**src/rtl/pipeline_pkg.sv**
```systemverilog
// Shared pipeline types and constants: writeback FSM states, store sizes and
// exception cause codes.
package pipeline_pkg;

    typedef enum logic {
        IDLE  = 1'b0,
        STORE = 1'b1
    } wb_state_t;

    localparam logic [1:0] SIZE_BYTE = 2'd0;
    localparam logic [1:0] SIZE_HALF = 2'd1;
    localparam logic [1:0] SIZE_WORD = 2'd2;

    localparam logic [5:0] EXC_INST_MISALIGNED    = 6'd0;
    localparam logic [5:0] EXC_INST_ACCESS_FAULT  = 6'd1;
    localparam logic [5:0] EXC_ILLEGAL_INST       = 6'd2;
    localparam logic [5:0] EXC_BREAKPOINT         = 6'd3;
    localparam logic [5:0] EXC_LOAD_MISALIGNED    = 6'd4;
    localparam logic [5:0] EXC_LOAD_ACCESS_FAULT  = 6'd5;
    localparam logic [5:0] EXC_STORE_MISALIGNED   = 6'd6;
    localparam logic [5:0] EXC_STORE_ACCESS_FAULT = 6'd7;
    localparam logic [5:0] EXC_ECALL_M            = 6'd11;

endpackage

```
**src/rtl/writeback_retire_counter.sv**
```systemverilog
// 64-bit retired-instruction counter; wraps naturally from all-ones to zero.
module retire_counter (
    input  logic        clk,
    input  logic        reset,
    input  logic        inc_i,
    output logic [63:0] count_o
);

    logic [63:0] count_q;

    always_ff @(posedge clk or posedge reset) begin
        if (reset) begin
            count_q <= '0;
        end else if (inc_i) begin
            count_q <= count_q + 64'd1;
        end
    end

    assign count_o = count_q;

endmodule

```
**src/rtl/writeback.sv**
```systemverilog
// Final pipeline stage: register commit, store handshake, and flush/trap
// generation for jumps and exceptions. Every output comes straight from a flop.
module writeback
    import pipeline_pkg::*;
#(
    parameter logic [31:0] TRAP_VECTOR = 32'h0000_0100
) (
    input  logic        clk,
    input  logic        reset,

    input  logic        ex_valid,
    output logic        ex_stall,
    input  logic [4:0]  ex_rd,
    input  logic [31:0] ex_rd_val,
    input  logic [31:0] ex_inst_pc,
    input  logic [31:0] ex_jump_pc,
    input  logic        ex_jump,
    input  logic [5:0]  ex_exception_num,
    input  logic [31:0] ex_exception_val,
    input  logic        ex_exception_valid,
    input  logic [31:0] ex_store_addr,
    input  logic [31:0] ex_store_val,
    input  logic [1:0]  ex_store_size,
    input  logic        ex_store_valid,

    output logic [31:0] mem_store_addr,
    output logic [31:0] mem_store_val,
    output logic [1:0]  mem_store_size,
    output logic        mem_store_valid,
    input  logic        mem_store_done,
    input  logic        mem_store_access_fault,

    output logic        reg_write_en,
    output logic [4:0]  reg_write_addr,
    output logic [31:0] reg_write_val,

    output logic        flush,
    output logic [31:0] redirect_pc,
    output logic        trap_valid,
    output logic [5:0]  trap_cause,
    output logic [31:0] trap_val,
    output logic [31:0] trap_epc,
    output logic [63:0] retire_count
);

    wb_state_t   state_q, state_d;
    logic        ex_stall_q, ex_stall_d;
    logic [31:0] st_addr_q, st_addr_d;
    logic [31:0] st_val_q, st_val_d;
    logic [1:0]  st_size_q, st_size_d;
    logic        st_req_q, st_req_d;
    logic [31:0] st_pc_q, st_pc_d;
    logic        st_jump_q, st_jump_d;
    logic [31:0] st_jump_pc_q, st_jump_pc_d;
    logic        wen_q, wen_d;
    logic [4:0]  waddr_q, waddr_d;
    logic [31:0] wval_q, wval_d;
    logic        flush_q, flush_d;
    logic [31:0] redirect_q, redirect_d;
    logic        trap_q, trap_d;
    logic [5:0]  cause_q, cause_d;
    logic [31:0] tval_q, tval_d;
    logic [31:0] epc_q, epc_d;
    logic        retire_inc;
    logic        accept;

    assign accept = ex_valid && !ex_stall_q && !flush_q;

    // NOTE: every variable gets a default before the case so no path leaves
    // one unassigned; a missing default would infer a latch.
    always_comb begin
        state_d      = state_q;
        st_addr_d    = st_addr_q;
        st_val_d     = st_val_q;
        st_size_d    = st_size_q;
        st_req_d     = st_req_q;
        st_pc_d      = st_pc_q;
        st_jump_d    = st_jump_q;
        st_jump_pc_d = st_jump_pc_q;
        wen_d        = 1'b0;
        waddr_d      = waddr_q;
        wval_d       = wval_q;
        flush_d      = 1'b0;
        redirect_d   = redirect_q;
        trap_d       = 1'b0;
        cause_d      = cause_q;
        tval_d       = tval_q;
        epc_d        = epc_q;
        retire_inc   = 1'b0;

        case (state_q)
            IDLE: begin
                if (accept) begin
                    if (ex_exception_valid) begin
                        trap_d     = 1'b1;
                        cause_d    = ex_exception_num;
                        tval_d     = ex_exception_val;
                        epc_d      = ex_inst_pc;
                        flush_d    = 1'b1;
                        redirect_d = TRAP_VECTOR;
                    end else if (ex_store_valid) begin
                        state_d      = STORE;
                        st_addr_d    = ex_store_addr;
                        st_val_d     = ex_store_val;
                        st_size_d    = ex_store_size;
                        st_req_d     = 1'b1;
                        st_pc_d      = ex_inst_pc;
                        st_jump_d    = ex_jump;
                        st_jump_pc_d = ex_jump_pc;
                    end else begin
                        wen_d      = (ex_rd != 5'd0);
                        waddr_d    = ex_rd;
                        wval_d     = ex_rd_val;
                        retire_inc = 1'b1;
                        if (ex_jump) begin
                            flush_d    = 1'b1;
                            redirect_d = ex_jump_pc;
                        end
                    end
                end
            end
            STORE: begin
                // A fault wins even when done is reported in the same cycle.
                if (mem_store_access_fault) begin
                    state_d    = IDLE;
                    st_req_d   = 1'b0;
                    trap_d     = 1'b1;
                    cause_d    = EXC_STORE_ACCESS_FAULT;
                    tval_d     = st_addr_q;
                    epc_d      = st_pc_q;
                    flush_d    = 1'b1;
                    redirect_d = TRAP_VECTOR;
                end else if (mem_store_done) begin
                    state_d    = IDLE;
                    st_req_d   = 1'b0;
                    retire_inc = 1'b1;
                    if (st_jump_q) begin
                        flush_d    = 1'b1;
                        redirect_d = st_jump_pc_q;
                    end
                end
            end
            default: state_d = IDLE;
        endcase

        ex_stall_d = (state_d == STORE) || flush_d;
    end

    // NOTE: sequential state uses non-blocking assignments so all flops sample
    // their next-state values from the same pre-edge snapshot.
    always_ff @(posedge clk or posedge reset) begin
        if (reset) begin
            state_q      <= IDLE;
            ex_stall_q   <= 1'b0;
            st_addr_q    <= '0;
            st_val_q     <= '0;
            st_size_q    <= '0;
            st_req_q     <= 1'b0;
            st_pc_q      <= '0;
            st_jump_q    <= 1'b0;
            st_jump_pc_q <= '0;
            wen_q        <= 1'b0;
            waddr_q      <= '0;
            wval_q       <= '0;
            flush_q      <= 1'b0;
            redirect_q   <= '0;
            trap_q       <= 1'b0;
            cause_q      <= '0;
            tval_q       <= '0;
            epc_q        <= '0;
        end else begin
            state_q      <= state_d;
            ex_stall_q   <= ex_stall_d;
            st_addr_q    <= st_addr_d;
            st_val_q     <= st_val_d;
            st_size_q    <= st_size_d;
            st_req_q     <= st_req_d;
            st_pc_q      <= st_pc_d;
            st_jump_q    <= st_jump_d;
            st_jump_pc_q <= st_jump_pc_d;
            wen_q        <= wen_d;
            waddr_q      <= waddr_d;
            wval_q       <= wval_d;
            flush_q      <= flush_d;
            redirect_q   <= redirect_d;
            trap_q       <= trap_d;
            cause_q      <= cause_d;
            tval_q       <= tval_d;
            epc_q        <= epc_d;
        end
    end

    retire_counter u_retire_counter (
        .clk     (clk),
        .reset   (reset),
        .inc_i   (retire_inc),
        .count_o (retire_count)
    );

    assign ex_stall        = ex_stall_q;
    assign mem_store_addr  = st_addr_q;
    assign mem_store_val   = st_val_q;
    assign mem_store_size  = st_size_q;
    assign mem_store_valid = st_req_q;
    assign reg_write_en    = wen_q;
    assign reg_write_addr  = waddr_q;
    assign reg_write_val   = wval_q;
    assign flush           = flush_q;
    assign redirect_pc     = redirect_q;
    assign trap_valid      = trap_q;
    assign trap_cause      = cause_q;
    assign trap_val        = tval_q;
    assign trap_epc        = epc_q;

endmodule

```
**config.mk**
```make
export PLATFORM = sky130hd
export DESIGN_NAME = writeback
export DESIGN_NICKNAME = d
export VERILOG_FILES = /design/src/rtl/pipeline_pkg.sv /design/src/rtl/writeback_retire_counter.sv /design/src/rtl/writeback.sv
export SDC_FILE = /design/constraint.sdc
export NUM_CORES = 1
export LEC_CHECK = 0
export ABC_AREA = 1
export BUFFER_PORTS_ARGS = -buffer_cell sky130_fd_sc_hd__buf_2
export CAP_MARGIN = 20
export CORE_AREA = 2 2 190 192
export DETAILED_ROUTE_END_ITERATION = 16
export DIE_AREA = 0 0 192 194
export GPL_TIMING_DRIVEN = 1
export PLACE_DENSITY = 0.75
export SLEW_MARGIN = 25
export SYNTH_ARGS = -nofsm -noshare
export SYNTH_HDL_FRONTEND = slang
export SYNTH_SLANG_ARGS = --single-unit
export TNS_END_PERCENT = 5
```
**constraint.sdc**
```tcl
create_clock -name clk -period 17.25 [get_ports clk]
set_clock_uncertainty 0.2 [all_clocks]
set_input_delay 3.45 -clock clk [delete_from_list [all_inputs] [get_ports clk]]
set_output_delay 3.45 -clock clk [all_outputs]
set_load 0.02 [all_outputs]
```
==> run metrics <==
status finished clean; sequential-to-total area share from yosys stat 0.574; Final Wtd Congestion ~0.94; FMAX around 0.18 GHz; Mean Syn Cell Area just under 10 µm²; type of the worst setup path input pin to register; Area Overhead vs Synth 27.3%; CTS Hold Bufs 0; H-tree depth 2; most common cell after layout, fill and taps aside buf_2; Initial Utilization 0.421; first-pass GRT wire length around 67000 µm; max_cap viols 0; pre-CTS setup slack 10500 ps; post-CTS setup buffers 0; site row count just under 70; final count of pins violating max slew 0; Pwr Density about 160 mW/mm²; CTS Buf Count 38; CTS resizes 0; fraction of final layout cells sized beyond drive strength 1 0.337; Mapped Cells about 1500; Critical Path Fanout Max slightly below 70; Filler cells approximately 3200; WL final roughly 43000 µm; CTS tree yes; crit path time final roughly 5600 ps; TritonRoute pass-1 iters 5; Via density 5.09; die height around 190 µm; crit path launch type input pin; io pins 487; Max rail drop VDD approximately 0.12 mV; antenna violations before repair 6; Antenna Nets Post-Route 0; fin worst setup slack between 10000 and 15000 ps; CTS Sinks 340; Final Hold Fails 0; Layout Nets 2209; mapped cell area roughly 0.015 mm²; 1st-iter DRT viols approximately 670; Final Non-Filler Cells 2487; Port Buf Inserts between 400 and 500; CP Data Arrival Time between 5000 and 6000 ps; DP Wirelength 30200 µm; DR WL/cell 17.2 µm; worst skew pair latency about 540 ps; Worst Path Required approximately 18000 ps; period utilisation layout 0.324; commonest cells after routing, fill and taps aside buf_2, nand2_1, dfrtp_1; unrepaired setup endpoints after global routing no; DRC Markers 0; Slew @ Worst Pin 885 ps; Core Footprint between 0.03 and 0.04 mm²; vias in the first global route about 12000; Static Leak around 0.0094 µW; Total GRT Usage 0.227; # setup viols final 0; Max transition margin 0.410; top cell type's share of synthesized area 0.574; setup_tns 0 ps; YS warnings 0; Mapped Nets roughly 1700; die width between 150 and 200 µm; largest net degree at the start of global routing 110; flop and latch count out of synthesis between 300 and 400; CP endpoint kind register; root buf cell clkbuf_16; Max clock buf depth 3; Synth area leaders dfrtp_1, nand2_1, mux2_2; grt ovf 0; DR vias roughly 13000; HP Class register to register; Reg clk slew, reported paths roughly 60 ps; Yosys cell types 33; cell taking the most area after synthesis dfrtp_1; placed insts between 2000 and 2500; die area 0.0372 mm²
-- report_power, final --
group	internal [µW]	switching [µW]	leakage [µW]
Combinational	346	597	0.00469
Clock	489	325	0.000620
Sequential	1080	170	0.00411
-- through the flow --
| step | total power, µW | utilization | hold slack, ps | cell area [µm²] |
|---|---|---|---|---|
| floorplan | 1820 | - | 253 | 14800 |
| global placement | 2170 | 0.499 | 259 | 17600 |
| detailed placement | 2210 | 0.499 | 259 | 17600 |
| CTS | 3040 | 0.535 | 275 | 18800 |
| global route | 3160 | 0.536 | 296 | 18900 |
| finish | 3010 | 0.536 | 272 | 18900 |
-- kinds of logic (layout without fill, tap and decap cells) --
family | Yosys count | after routing | share of synthesized area
muxes | 130 | 130 | 0.0987
DFF | 340 | 340 | 0.574
and+or+nand+nor | 771 | 771 | 0.216
other | 0 | 6 | 0
AOI/OAI and AO/OA | 108 | 108 | 0.0456
xor gates and xnor gates | 38 | 38 | 0.0224
adders and majority gates | 1 | 1 | 0.000844
buffers and inverters | 140 | 632 | 0.0420
-- Yosys cell counts --
cell type,count
a31oi_1,96
buf_2,26
buf_4,4
buf_6,6
clkbuf_1,31
clkinv_1,1
dfrtp_1,340
ha_1,1
inv_1,67
inv_2,4
inv_6,1
mux2_1,45
mux2_2,85
nand2_1,468
nand2_2,9
nand2_4,1
nand3_1,58
nand3_2,2
nand3b_1,16
nand4_1,6
nand4_4,1
nor2_1,179
nor2_2,11
nor2_4,8
nor2b_2,1
nor3_1,10
o21ai_0,7
o21ai_1,1
o22a_1,3
o32ai_1,1
or2_2,1
xnor2_1,15
xor2_1,23
-- worst max-delay path, stage by stage --
cell,delay [ps]
buf_2,140
inv_2,270
nor2_2,180
inv_2,70
nor2_4,170
inv_2,110
nand2_4,500
buf_4,630
nor2_1,90
a31oi_1,170
-- path summary, 6_finish.rpt --
kind                            cells after the start                           from  slack [ps]                                        to
worst max-delay path                               10             ex_exception_valid       11660                   trap_epc[4]$_DFFE_PP0P_
worst min-delay path                                2  reg_write_val[28]$_DFFE_PP0P_         270             reg_write_val[28]$_DFFE_PP0P_
worst max register to register                     11              state_q$_DFF_PP0_       13130  u_retire_counter.count_o[54]$_DFFE_PP0P_
worst min register to register                      2  reg_write_val[28]$_DFFE_PP0P_         270             reg_write_val[28]$_DFFE_PP0P_
max in group asynchronous                           4                          reset       11950                         state_q$_DFF_PP0_
min in group asynchronous                           2                          reset        2830             reg_write_val[29]$_DFFE_PP0P_
-- state kept, by name (all words and copies together) (netlist names) --
name	count
u_retire_counter.count_o	64
mem_store_addr	32
mem_store_val	32
redirect_pc	32
reg_write_val	32
st_jump_pc_q	32
st_pc_q	32
trap_epc	32
trap_val	32
trap_cause	6
reg_write_addr	5
mem_store_size	2
ex_stall	1
flush	1
mem_store_valid	1
reg_write_en	1
st_jump_q	1
state_q	1
trap_valid	1
-- final cells by class --
| cell class | instances | area (µm²) | area share |
|---|---|---|---|
| inverter | 73 | 287 | 0.0152 |
| sequential | 340 | 8510 | 0.451 |
| clock buffer | 58 | 1190 | 0.0631 |
| antenna | 6 | 15.0 | 0.000796 |
| multi-input combinational | 1048 | 5710 | 0.302 |
| timing repair buffer | 494 | 2520 | 0.133 |
| clock inverter | 7 | 70.1 | 0.00371 |
| tap | 461 | 577 | 0.0306 |
-- per-layer routing --
metal  routed length [µm]  vias to the layer above  track usage
met2                20100                      487        0.360
met5                    0                        -            0
li1                     -                     5921            -
met3                 3290                      117       0.0601
met4                 1900                        0        0.116
met1                17500                     6132        0.284
(Power assumes the default switching activity.)
